**src/rtl/or_gate_vector_checker_hold_timer.sv**
```systemverilog
// Hold-time down-counter: reload on clear, tick on the last cycle of each hold
// window, auto-reload on tick so back-to-back windows need no extra clear.
module hold_timer #(
  parameter int HOLD_CYCLES = 10
) (
  input  logic clk,
  input  logic rst_n,
  input  logic clr_i,
  input  logic en_i,
  output logic tick_o
);

  localparam int CW = (HOLD_CYCLES > 2) ? $clog2(HOLD_CYCLES) : 1;
  localparam logic [CW-1:0] RELOAD = CW'(HOLD_CYCLES - 1);

  logic [CW-1:0] cnt_q, cnt_d;

  assign tick_o = en_i && (cnt_q == '0);

  always_comb begin
    cnt_d = cnt_q;
    if (clr_i)       cnt_d = RELOAD;
    else if (tick_o) cnt_d = RELOAD;
    else if (en_i)   cnt_d = cnt_q - CW'(1);
  end

  always_ff @(posedge clk) begin
    if (!rst_n) cnt_q <= '0;
    else        cnt_q <= cnt_d;
  end

endmodule

```
**config.mk**
```make
export PLATFORM = sky130hd
export DESIGN_NAME = hold_timer
export DESIGN_NICKNAME = d
export VERILOG_FILES = /design/src/rtl/or_gate_vector_checker_hold_timer.sv
export SDC_FILE = /design/constraint.sdc
export NUM_CORES = 1
export LEC_CHECK = 0
export ABC_AREA = 1
export ABC_CLOCK_PERIOD_IN_PS = 1300
export CORE_AREA = 8 8 45 47
export DETAILED_ROUTE_END_ITERATION = 12
export DIE_AREA = 0 0 53 55
export SLEW_MARGIN = 10
export SYNTH_ARGS = -nofsm -noshare
export SYNTH_HDL_FRONTEND = slang
export SYNTH_SLANG_ARGS = --single-unit
```
**constraint.sdc**
```tcl
create_clock -name clk -period 1.3 [get_ports clk]
set_input_delay 0.325 -clock clk [delete_from_list [all_inputs] [get_ports clk]]
set_output_delay 0.325 -clock clk [all_outputs]
set_load 0.02 [all_outputs]
```
After elaboration in Yosys (flattened, before gate mapping)
Cells that the tools add are included.
- reduce and logical (&&, ||, !) cells: 4
- $add $sub $neg: 1
- muxes and demuxes: 3
- bitwise operators: 1
- operators with widths (cell ; number):
    $mux 4 ; 3
    $logic_not 4->1 ; 1
    $sub 4x1->4 const B ; 1
    $reduce_bool 3->1 ; 1
    $reduce_or 3->1 ; 1
    $logic_and 1x1->1 ; 1
    $not 1->1 ; 1
- output and inout port bits: 1
- bits in registers: 4
- logic and storage cells: 11
- bits of input ports: 4

Longest topological paths before layout
Gate-level depths: netlist of the first run.
- depth after elaboration: 4
- mapped depth: 8
- depth with buffers taken out: 8

Worst setup path before layout of the first run
Ideal clock, no wire load.
- path type: register -> output
- start point: reg cnt_q[0]
- end point: out tick_o
- arrival: 0.838 ns
- path buffers: 0
- data required time: 0.975 ns
- path slack: 0.137 ns
- cell stages (with the launch flop): 7
- path through: dfxtp_1 > inv_1 > ha_1 > nand2_1 > inv_2 > nand2_1 > inv_1
- cells in the longest elaborated chain, start to end: 2
- ends and longest elaborated chain (element ; RTL line ; source):
    start: declaration ; 16 ; logic [CW-1:0] cnt_q, cnt_d;
    start signal: assignment ; 29 ; else cnt_q <= cnt_d;
    $logic_not 4->1 ; 18 ; assign tick_o = en_i && (cnt_q == '0);
    $logic_and 1x1->1 ; 18 ;
    end: declaration ; 10 ; output logic tick_o
No other way between the ends.

Worst setup path in the final report of the first run
Same ends and word-level chain as after synthesis.

==> impl_metrics.csv, run 1 <==
group,metric,value,unit
synthesis,synthAdderAreaFrac,5.32,%
synthesis,synthCells,35,
place,place_area,363,µm²
sta,slew_viol_final,0,
detailed_routing,firstDrtPassIters,4,
final_layout,reg_top3,"cnt_q (4)",
worst_setup_path,crit_required,0.98,ns
global_route,grt_max_degree,5,
sta,fmax,0.728,GHz
sta,min_period,1.37,ns
worst_setup_path,worst-path-max-fanout,2,
worst_setup_path,regToRegSetupSlack,0.13,ns
worst_setup_path,critPathSlowestCell,"dfxtp_2",
min_path,hp-class,"reg -> reg",
pwr,ir_drop,0.364,mV
final_layout,n_fill_cell,143,
floorplan,initial_utilization,17.0,%
final_layout,largest_reg_flops,4,
final_layout,fin_nets,59,
synthesis,syn_avg_cell_area,6.72,µm²
final_layout,layout-drive-gt1-share,48.1,%
clocking,numCtsBuffers,3,
synthesis,muxShareOfSynthArea,0,%
synthesis,synth_seq_cells,4,
clocking,clockBufferDepth,2,
place,gp_congestion,0.666,
clocking,clk_pin_slew_worst_paths,0.04,ns
sta,timing_hold_violations_final,0,
final_layout,largest-register,"cnt_q",
detailed_routing,routed_wl,548,µm
clocking,h-tree-depth,1,
synthesis,syn_area,235,µm²
worst_setup_path,cpMostUsedCell,"inv_2",
synthesis,synth_top_family_by_area,"simple AND/OR/NAND/NOR gates",
floorplan,die_h,55,µm
pwr,power_leakage,0.210,nW
final_layout,area_delta_synth_final,76.6,%
sta,rsz0062_at_grt,"yes",
synthesis,synth-xor-area-share,0,%
global_route,grt_pass1_wl,1.02,mm
synthesis,yosys_warnings,0,
status,status,"finished with violations",
final_layout,antenna_cells,0,
detailed_routing,dr.first_iter.drc_count,2,
floorplan,core-area,1380,µm²
detailed_routing,wl_per_cell,8.06,µm
sta,finalCritPeriodShare,106,%
worst_setup_path,critPathKind,"reg -> out",
sta,setup_viol,1,
final_layout,stdcell_area,415,µm²
global_route,antenna_found_initial,0,
clocking,cts_sinks,4,
synthesis,syn_nets,40,
detailed_routing,vias,264,
clocking,cts_tree,"yes",
global_route,track_usage,4.86,%
floorplan,io-pin-count,5,
worst_setup_path,worst_setup_path_end_kind,"output pin",
worst_setup_path,cp.arrival,1.05,ns
global_route,grt.overflow.total,0,
sta,worst_pin_slew,0.152,ns
final_layout,multi_input_area,141,µm²
sta,slew_headroom,89.8,%
floorplan,dieWidth,53,µm
final_layout,register_area,82.6,µm²
sta,fin_ws,-0.0731,ns
place,io_buffers,4,
sta,skew,0.0000654,ns
worst_setup_path,max_stage_delay,0.32,ns
worst_setup_path,crit_path_start_kind,"register",
job,cap_violations,0,
clocking,clock_latency,0.23,ns
detailed_routing,postRouteAntennaNets,0,
synthesis,synth_compound_area_share,15.4,%
place,dp_hpwl,458,µm
final_layout,utilization,30.0,%
clocking,cts_root_buf,"clkbuf_4",
synthesis,ys_seq_area_share,34.0,%
detailed_routing,via_per_inst,3.88,
synthesis,synthDistinctLibCells,13,
floorplan,die_area,2920,µm²
synthesis,yosys.area_share.simple,30.9,%
global_route,grt_pass1_vias,291,
detailed_routing,route.detailed.drc,0,
status,violations,"negative setup slack",
pwr,power_density,968,nW/µm²
floorplan,num_rows,14,
worst_setup_path,crit_path_cell_trace,"inv_2 > ha_4 > nand2_4 > inv_2 > nand2_1 > inv_1 > buf_6",
[cell usage after synthesis]
master,number,area (µm²)
nand3_1,2,10.0
o21ai_1,2,10.0
ha_1,1,12.5
or2_1,1,6.26
inv_2,1,3.75
dfxtp_1,4,80.1
nand4_1,1,6.26
a21oi_2,3,26.3
nand2_2,1,6.26
inv_1,8,30.0
nand2_1,7,26.3
nor2_1,3,11.3
or2_0,1,6.26
[cell families after synthesis]
logic type      count (synthesis)
simple gates                   16
fa+ha+maj                       1
compound gates                  5
buf+inv                         9
flops                           4
[path summary, 6_finish.rpt]
| check | cells past startpoint | startpoint | to |
|---|---|---|---|
| max | 7 | cnt_q[0]$_SDFFE_PN0P_ | tick_o |
| min | 3 | cnt_q[0]$_SDFFE_PN0P_ | cnt_q[0]$_SDFFE_PN0P_ |
| max reg2reg | 9 | cnt_q[0]$_SDFFE_PN0P_ | cnt_q[3]$_SDFFE_PN0P_ |
| min reg2reg | 3 | cnt_q[0]$_SDFFE_PN0P_ | cnt_q[0]$_SDFFE_PN0P_ |
[through the flow]
stage / TNS (ns) / std cells / hold slack (ns) / setup slack, ns / total power [mW]
final: -0.0731 / 68 / 0.576 / -0.0731 / 0.402
after global routing: -0.158 / 68 / 0.617 / -0.158 / 0.436
after global placement: -1.15 / 64 / 0.541 / -0.679 / 0.235
after CTS: -0.0888 / 67 / 0.588 / -0.0888 / 0.410
after detailed placement: -1.22 / 64 / 0.568 / -0.682 / 0.238
after floorplan: 0 / 35 / 0.423 / 0.137 / 0.184
[power by group]
group	switching, mW	internal [mW]	total [mW]	leakage (nW)
Clock	0.0510	0.103	0.154	0.0138
Combinational	0.0499	0.0612	0.111	0.163
Sequential	0.00444	0.132	0.137	0.0337
Total	0.105	0.297	0.402	0.210
[per-layer routing]
| metal | vias to the layer above | wire [µm] | global-route usage (%) |
|---|---|---|---|
| li1 | 140 | - | - |
| met1 | 119 | 234 | 4.56 |
| met3 | 0 | 49 | 3.74 |
| met2 | 5 | 263 | 7.62 |
| met4 | 0 | 0 | 2.59 |
| met5 | - | 0 | 0 |
[critical path, delay by kind of cell (launching register included)]
kind / cells / cell delay, ns
flip-flops: 1 / 0.32
buffers and inverters: 4 / 0.24
adder cells (fa/ha/maj): 1 / 0.15
AND/OR/NAND/NOR: 2 / 0.09
[final cells by class]
class	count	share of cell area [%]
well taps	16	4.82
repair buffers	14	27.7
flip-flops and latches	4	19.9
clock buffers	3	5.42
multi-input cells	22	34.0
inverters	9	8.13
[what timing repair did]
item                       CTS  global route
resized for setup           15             0
gates cloned                 0             0
setup buffers                0             1
setup endpoints to repair    1             1
pin swaps                    2             0
hold buffers                 0             0
[layout by cell type, fill, tap and decap left out]
master	netlist	layout
buf_4	0	10
nand2_1	7	6
inv_1	8	6
inv_2	1	3
nor2_1	3	3
a21oi_2	3	3
clkbuf_4	0	3
nand3_1	2	2
o21ai_1	2	2
dfxtp_2	0	2
dfxtp_1	4	2
clkdlybuf4s50_1	0	2
nand2_4	0	1
or2_0	1	1
nand2_2	1	1
nand4_1	1	1
or2_1	1	1
ha_4	0	1
dlygate4sd2_1	0	1
buf_6	0	1
No activity file was read; power rests on OpenSTA's default activity.
==> inputs of run 2 (changes only) <==
- REMOVE_ABC_BUFFERS: not set -> 1
- SLEW_MARGIN: 10 -> not set
==> results of run 2 <==
Final layout, timing and power as in run 1 (identical DEF).
